<file path="config.mk">
export PLATFORM = sky130hd
export DESIGN_NAME = uart_tx
export DESIGN_NICKNAME = d
export VERILOG_FILES = /design/src/rtl/uart_pkg.sv /design/src/rtl/uart_tx.sv
export SDC_FILE = /design/constraint.sdc
export NUM_CORES = 1
export LEC_CHECK = 0
export ABC_AREA = 1
export BUFFER_PORTS_ARGS = -buffer_cell sky130_fd_sc_hd__buf_2
export CAP_MARGIN = 20
export CORE_MARGIN = 5
export CORE_UTILIZATION = 40
export DETAILED_ROUTE_END_ITERATION = 7
export PLACE_DENSITY_LB_ADDON = 0.12
export SETUP_SLACK_MARGIN = 0.1
export SYNTH_ARGS = -nofsm -noshare
export SYNTH_HDL_FRONTEND = slang
export SYNTH_SLANG_ARGS = --single-unit
</file>
<file path="constraint.sdc">
create_clock -name i_clk -period 1.8 [get_ports i_clk]
set_input_delay 0.36 -clock i_clk [delete_from_list [all_inputs] [get_ports i_clk]]
set_output_delay 0.36 -clock i_clk [all_outputs]
set_load 0.01 [all_outputs]
</file>
<file path="src/rtl/uart_pkg.sv">
// ---------------------------------------------------------------------------
// uart_pkg
//   Definitions shared by the UART transmitter and receiver:
//     - default frame geometry (data bits, stop-bit oversample ticks)
//     - oversample ticks per start/data bit (16x baud generator)
//     - 2-bit FSM state encoding
//     - a small constant helper for width calculations
// ---------------------------------------------------------------------------
package uart_pkg;

    // Default number of data bits per frame.
    localparam int NB_DATA_DEF = 8;

    // Default number of oversample ticks spent in the stop bit.
    localparam int N_TICKS_DEF = 16;

    // Start and data bits always last 16 ticks (16x oversampling).
    localparam int BIT_TICKS = 16;

    // Frame FSM encoding, common with the receiver.
    typedef enum logic [1:0] {
        ST_IDLE  = 2'b00,
        ST_START = 2'b01,
        ST_DATA  = 2'b10,
        ST_STOP  = 2'b11
    } uart_state_t;

    // Larger of two integers; used to size counters from parameters.
    function automatic int max_int(input int a, input int b);
        return (a > b) ? a : b;
    endfunction

endpackage : uart_pkg

</file>
<file path="src/rtl/uart_tx.sv">
// ---------------------------------------------------------------------------
// uart_tx
//   Serial transmitter for 8N1-style frames, LSB first:
//     1 start bit (0), NB_DATA data bits, 1 stop bit (1).
//   Start and data bits last 16 oversample ticks each; the stop bit lasts
//   N_TICKS ticks. Timing comes from an external 16x baud tick.
//
// Parameters
//   NB_DATA  data bits per frame
//   N_TICKS  oversample ticks in the stop bit
//
// Ports
//   i_clk       system clock, rising edge
//   i_reset     synchronous, active-high reset
//   i_tick      one-clock baud pulse at 16x the bit rate
//   i_tx_start  level-sampled send request, honoured only when idle
//   i_din       byte to send, latched when the request is accepted
//   o_tx        serial line, idle high, straight from a flip-flop
//   o_tx_done   one-clock pulse in the first idle cycle after a frame
//   o_busy      high whenever the FSM is not idle
//
// Handshake: a request is accepted on any rising edge where the FSM is idle
// and i_tx_start is high; i_din is captured on that same edge. While o_busy
// is high both i_tx_start and i_din are ignored. The cycle with o_tx_done
// high is idle, so a held request starts the next frame on that edge.
// ---------------------------------------------------------------------------
module uart_tx
    import uart_pkg::*;
#(
    parameter int NB_DATA = NB_DATA_DEF,
    parameter int N_TICKS = N_TICKS_DEF
) (
    input  logic               i_clk,
    input  logic               i_reset,
    input  logic               i_tick,
    input  logic               i_tx_start,
    input  logic [NB_DATA-1:0] i_din,
    output logic               o_tx,
    output logic               o_tx_done,
    output logic               o_busy
);

    // The tick counter is 4 bits for the 16-tick start/data bits; it grows
    // only when the stop bit needs more than 16 ticks.
    localparam int S_W = max_int(4, $clog2(N_TICKS));
    localparam int N_W = max_int(1, $clog2(NB_DATA));

    localparam logic [S_W-1:0] S_BIT_LAST  = S_W'(BIT_TICKS - 1);
    localparam logic [S_W-1:0] S_STOP_LAST = S_W'(N_TICKS - 1);
    localparam logic [N_W-1:0] N_LAST      = N_W'(NB_DATA - 1);

    uart_state_t        state_q, state_d;
    logic [S_W-1:0]     s_q, s_d;
    logic [N_W-1:0]     n_q, n_d;
    logic [NB_DATA-1:0] shift_q, shift_d;
    logic               tx_q, tx_d;
    logic               done_q, done_d;

    // -----------------------------------------------------------------------
    // State and datapath registers. Reset wins over every other input.
    // -----------------------------------------------------------------------
    always_ff @(posedge i_clk) begin
        if (i_reset) begin
            state_q <= ST_IDLE;
            s_q     <= '0;
            n_q     <= '0;
            shift_q <= '0;
            tx_q    <= 1'b1;
            done_q  <= 1'b0;
        end else begin
            state_q <= state_d;
            s_q     <= s_d;
            n_q     <= n_d;
            shift_q <= shift_d;
            tx_q    <= tx_d;
            done_q  <= done_d;
        end
    end

    // -----------------------------------------------------------------------
    // Next-state logic
    // -----------------------------------------------------------------------
    always_comb begin
        state_d = state_q;
        case (state_q)
            ST_IDLE: begin
                if (i_tx_start) begin
                    state_d = ST_START;
                end
            end
            ST_START: begin
                if (i_tick && (s_q == S_BIT_LAST)) begin
                    state_d = ST_DATA;
                end
            end
            ST_DATA: begin
                if (i_tick && (s_q == S_BIT_LAST) && (n_q == N_LAST)) begin
                    state_d = ST_STOP;
                end
            end
            ST_STOP: begin
                if (i_tick && (s_q == S_STOP_LAST)) begin
                    state_d = ST_IDLE;
                end
            end
            default: begin
                state_d = ST_IDLE;
            end
        endcase
    end

    // -----------------------------------------------------------------------
    // Tick counter, bit counter and shift register.
    // In IDLE the tick counter is held clear, so a tick arriving in the same
    // cycle the request is accepted is never counted.
    // -----------------------------------------------------------------------
    always_comb begin
        s_d     = s_q;
        n_d     = n_q;
        shift_d = shift_q;
        case (state_q)
            ST_IDLE: begin
                s_d = '0;
                if (i_tx_start) begin
                    shift_d = i_din;
                end
            end
            ST_START: begin
                if (i_tick) begin
                    if (s_q == S_BIT_LAST) begin
                        s_d = '0;
                        n_d = '0;
                    end else begin
                        s_d = s_q + 1'b1;
                    end
                end
            end
            ST_DATA: begin
                if (i_tick) begin
                    if (s_q == S_BIT_LAST) begin
                        s_d     = '0;
                        shift_d = shift_q >> 1;
                        if (n_q != N_LAST) begin
                            n_d = n_q + 1'b1;
                        end
                    end else begin
                        s_d = s_q + 1'b1;
                    end
                end
            end
            ST_STOP: begin
                if (i_tick) begin
                    if (s_q == S_STOP_LAST) begin
                        s_d = '0;
                    end else begin
                        s_d = s_q + 1'b1;
                    end
                end
            end
            default: begin
                s_d = '0;
                n_d = '0;
            end
        endcase
    end

    // -----------------------------------------------------------------------
    // Output logic. The line value is decoded from the *next* state and
    // shift contents and then registered, so o_tx changes on the same edge
    // as the state and comes directly from a flip-flop.
    // -----------------------------------------------------------------------
    always_comb begin
        tx_d   = 1'b1;
        done_d = 1'b0;
        case (state_d)
            ST_IDLE:  tx_d = 1'b1;
            ST_START: tx_d = 1'b0;
            ST_DATA:  tx_d = shift_d[0];
            ST_STOP:  tx_d = 1'b1;
            default:  tx_d = 1'b1;
        endcase
        // Only a completed stop bit produces the done pulse; reset and
        // illegal-state recovery return to IDLE without one.
        if ((state_q == ST_STOP) && (state_d == ST_IDLE)) begin
            done_d = 1'b1;
        end
    end

    assign o_tx      = tx_q;
    assign o_tx_done = done_q;
    assign o_busy    = (state_q != ST_IDLE);

endmodule : uart_tx

</file>
# Word-level counts from Yosys, hierarchy flattened
# Cells that the tools add are included.
# word_totals
ff_bits	19
latchBits	0
mem_bits_rw	0
rom_bits	0
in_bits	12
wordCells	57
n_memories	0
# classes
add_sub_neg	2
n_mul	0
n_div	0
order_cmp	0
eq_ne	16
n_shift	0
mux	20
bitwise	0
n_reduce_logical	12
# ops
op	count
2-to-1 mux 8 bit	3
case mux 8 bit (2 select lines)	1
2-to-1 mux 3 bit	5
!= test 2 bit, second input constant	6
equality test 2 bit, second input constant	4
2-to-1 mux 2 bit	4
2-to-1 mux 4 bit	2
case mux 2 bit (4 select lines)	1
case mux 4 bit (2 select lines)	1
case mux 3 bit (2 select lines)	1
AND reduction 6 bit	1
nonzero test 2 bit	3
adder 4 x 1 -> 4 bit, second input constant	1
equality test 2 x 1 -> 1 bit, second input constant	2
equality test 4 bit, second input constant	1
logical NOT 2 bit	2
AND reduction 4 bit	1
adder 3 x 1 -> 3 bit, second input constant	1
equality test 3 bit, second input constant	1
logical AND 1 bit	3
!= test 3 bit, second input constant	1
case mux 1 bit (3 select lines)	1
OR reduction 3 bit	1
!= test 2 x 1 -> 1 bit, second input constant	1
other kinds (2)	2

# Longest topological paths before layout
# depth
depth_word	8
ltp_mapped	13

# Least setup slack after synthesis
# Ideal clock, no wire load.
# synth_path
kind	reg-to-reg
startpoint	register s_q[0]
endpoint	register tx_q (netlist: o_tx)
setup_time_ps	116
arrival_time_ps	1435
required_ps	1684
path_slack_ps	249
path_stages_with_launch	13
n_path_buf	1
cell_sequence	dfxtp_1 > ha_1 > nand2_2 > nor2_4 > buf_6 > nor2_1 > clkinv_1 > nand2_1 > inv_2 > ha_1 > nand2_1 > nand2_1 > nand2_1
# synth_between
elab_chain_cells	8
# synth_lines
item	line	source
start, declared	uart_tx.sv:53	logic [S_W-1:0] s_q, s_d;
start signal, assigned	uart_tx.sv:65	s_q <= '0;
start signal, assigned	uart_tx.sv:72	s_q <= s_d;
equality test 4 bit *	uart_tx.sv:92, uart_tx.sv:97, uart_tx.sv:102	
logical AND 1 bit *	uart_tx.sv:92, uart_tx.sv:97, uart_tx.sv:102	
logical AND 1 bit	uart_tx.sv:97	if (i_tick && (s_q == S_BIT_LAST) && (n_q == N_LAST)) begin
2-to-1 mux 2 bit	uart_tx.sv:97	
case mux 2 bit (4 select lines) *	uart_tx.sv:85	case (state_q)
via state_d[1]	uart_tx.sv:52	uart_state_t state_q, state_d;
equality test 2 bit / logical NOT 2 bit (equally long branches)	uart_tx.sv:175	case (state_d)
OR reduction 2 bit (no source line)	--	
case mux 1 bit (3 select lines) *	uart_tx.sv:175	
end signal, assigned	uart_tx.sv:75	tx_q <= tx_d;
end, declared	uart_tx.sv:56	logic tx_q, tx_d;
# The timed path passes the listed nets; every way through them passes the cells marked *. The select of a mux whose other input is x is not followed.
# A chain may end at the register's enable or synchronous reset.

# Final worst setup path
# Same ends and word-level chain as after synthesis.

==> impl_summary.txt <==
----------------------------------------------------
[Outcome]
  Outcome ... finished, final reports clean

[GRT]
  GRT met1 Usage ... 15.7%
  GRT met3 Usage ... 4.10%
  Largest net degree at the start of global routing ... 14
  Wire length of the first global-routing pass ... 3550 microns
  Met2 demand-to-capacity share in global routing ... 21.6%
  Total overflow reported by the global router ... 0
  Antenna violations before repair ... 0
  Routing layer with the top usage in global route ... met2
  Number of global-route vias before repair ... 812
  Global-route usage over all layers ... 13.0%

[Timing]
  Total negative slack for setup checks ... 0 ps
  Setup repair after global routing missed its margin ... no
  Worst setup margin ... between 200 and 250 ps
  Final clock period utilization by the worst path ... 87.6%
  Count of endpoints failing hold in the final timing report ... 0
  Final setup violation count ... 0
  Min Hold Slack ... 296 ps
  Transition time at the pin with the least slew margin ... 308 ps
  Post-Route Skew ... roughly 8 ps
  Relative slew slack ... 79.5%
  Final Critical Period ... 1580 ps
  Fmax ... 634 MHz
  Max-slew violations ... 0

[Critical path]
  Cell occurring most often along the worst timing path ... nand2_1
  Cells along the critical path ... ha_1 -> nand2_2 -> nor2_4 -> nor2_1 -> clkinv_1 -> nand2_1 -> inv_2 -> ha_1 -> nand2_1 -> nand2_1 -> nand2_1
  R2R Setup Slk ... 220 ps
  Maximum fanout along the worst path ... 5
  CP arrival ... between 1500 and 2000 ps
  Critical path type ... flop to flop
  Library cell contributing the largest single delay on the critical path ... dfxtp_2
  Endpoint of the worst register-to-register path ... o_tx
  Crit. End Element ... flop
  CP max stage delay ... 350 ps
  Worst-case reg-to-reg path depth ... 11
  Crit start category ... flop
  R2R Path Start ... s_q[0]
  Data required time of the worst path ... around 2000 ps

[Power and ir drop]
  Total power divided by cell area ... 667 nW/um^2
  Max rail drop VDD ... 0.000559 V
  Static power due to leakage ... 0.488 nW
  Tot Pwr ... 0.762 mW

[Min path]
  Worst hold path depth ... 3
  Source of the worst hold timing path ... i_din[7]
  Hold Crit Endpoint ... shift_q[7]
  Min-Delay Path Class ... primary input to flop

[Placed design]
  Routability-driven placement congestion ratio ... roughly 0.77
  Estimated wirelength of the detail-placed design ... 1510 microns
  Number of port buffers ... 14
  Worst setup slack before clock tree synthesis ... ~130 ps
  Placed inst area ... between 1000 and 1500 sq um
  Cell count after placement ... 176

[Yosys]
  Number of flip-flops and latches in the synthesized netlist ... 19
  Post-synthesis instance area ... 987 sq um
  Count of cell types in the netlist ... 24
  Mean Syn Cell Area ... 7.42 sq um
  Sequential cell area fraction in the yosys report ... about two fifths
  Synthesis Warnings ... 0
  Share of Yosys cell area claimed by the top area cell type ... just under 40%
  Area leader, netlist ... dfxtp_1
  Post-Syn Nets ... ~150
  Leading post-synthesis cells by cell area ... dfxtp_1 (39%), nand2_1 (12%), nand3_1 (10%)
  Synthesized netlist cell count ... 133

[Clock network]
  Number of sinks handled by clock tree synthesis ... 19
  Hold-fix buffers at CTS ... 0
  Number of buffers on the longest clock path ... 2
  Clock insertion delay at the later pin of the skew report ... around 300 ps
  CTS tree ... built
  Clock Root Buffer ... clkbuf_4
  Clk slew on worst S/H paths ... 110 ps
  H-tree Lvls ... 1
  Number of CTS-inserted buffers ... 3

[Cells and area]
  Layout-stage area growth over the synthesis result ... 15.8%
  Final Net Count ... 171
  Post-layout instance area ... roughly 1100 sq um
  Core occupancy in the finished layout ... 47.5%
  Antenna diode count ... 0
  Number of non-filler instances in the completed layout ... 182
  Share of layout cells above drive strength 1 ... 27.0%

[Floorplan]
  I/O pin count ... 15
  Overall die width ... 59.7 microns
  Cell row count ... 18
  Core area ... 2410 sq um
  Initial Utilization ... 41.0%
  Die boundary height ... between 50 and 60 microns
  Die Outline Area ... 3560 sq um

[Flow run]
  Max Cap Viol ... 0

[Routing]
  Total Wirelength ... between 2000 and 2500 microns
  Number of detailed-routing iterations run before antenna repair ... 4
  Overall via count from detail_route ... 921
  Per-cell routed wire length ... 11.4 microns
  Violation count after the first detailed-routing iteration ... 19
  DR vias/cell ... 5.06
  Total DRC errors in the routed layout ... 0
  Count of antenna-violating nets left after detailed routing ... 0

----------------------------------------------------
report_power, final:
part | leakage (nW) | switching (mW) | internal [mW] | total, mW
sequential | 0.156 | 0.0121 | 0.438 | 0.450
combinational | 0.314 | 0.0576 | 0.0374 | 0.0950
clock | 0.0177 | 0.135 | 0.0827 | 0.217
total | 0.488 | 0.204 | 0.558 | 0.762
kinds of logic (layout without fill, tap and decap cells):
group                    Yosys count  in the layout  share of synthesized area, %
AND/OR/NAND/NOR                   72             72                          34.9
AO/OA/AOI/OAI                     18             18                          10.3
XOR/XNOR                           1              1                         0.887
buffers and inverters             17             36                          7.86
adder cells (fa/ha/maj)            6              6                          7.60
flip-flops                        19             19                          38.5
Yosys cell counts:
cell type,instances
a21oi_1,4
a31oi_1,7
buf_2,1
buf_6,1
clkbuf_1,1
clkinv_1,1
clkinv_4,1
dfxtp_1,19
ha_1,6
inv_1,8
inv_2,4
nand2_1,31
nand2_2,5
nand3_1,20
nand4_1,1
nor2_1,9
nor2_2,2
nor2_4,2
nor3_1,1
nor3_4,1
o211ai_1,1
o21ai_0,2
o21ai_1,4
xnor2_1,1
sequential cells by signal, summed over array words and instances, names as in the netlist:
register,count
o_tx_done,1
o_tx,1
state_q,2
s_q,4
shift_q,8
n_q,3
worst max-delay path, delay by kind of cell, from the launching register on:
family                     cells  cell delay, ps
and+or+nand+nor                7             520
adders and majority gates      2             490
DFF                            1             350
buffers and inverters          2             120
timing repair:
| action | 4_1_cts | 5_1_grt |
|---|---|---|
| resized for setup | 0 | 4 |
| hold endpoints to repair | 0 | 0 |
| buffers inserted | 0 | 2 |
| setup endpoints to repair | 0 | 2 |
layout by cell type, fill, tap and decap left out, types with 2 or more instances in the layout:
cell type   n
a21oi_1     4
a31oi_1     7
buf_2      14
buf_4       4
clkbuf_4    3
dfxtp_1    17
dfxtp_2     2
ha_1        6
inv_1       8
inv_2       4
nand2_1    31
nand2_2     5
nand3_1    20
nor2_1      9
nor2_2      2
nor2_4      2
o21ai_0     2
o21ai_1     3
worst max path at each step:
stage / startpoint / endpoint / slack (ps) / cells past startpoint
2_1_floorplan: s_q[0] / o_tx / 250 / 12
3_3_place_gp: i_tick / o_tx / 170 / 10
3_5_place_dp: s_q[0] / o_tx / 130 / 10
4_1_cts: s_q[0] / o_tx / 100 / 10
5_1_grt: s_q[0] / o_tx / 90 / 10
6_report: s_q[0] / o_tx / 220 / 11
metal layers:
metal / vias up / part of all wire, %
li1: 477 / -
met1: 420 / 47
met2: 22 / 48
met3: 2 / 4.6
met4: 0 / 0.72
met5: - / 0
layout make-up:
type                       instances  area [sq um]
multi-input combinational         97           538
clock buffer                       3          22.5
sequential                        19           383
clock inverter                     1          5.00
fill                             240          1270
tap                               30          37.5
inverter                          14          57.6
timing repair buffer              18           100
Power figures use the tool's default switching activity.
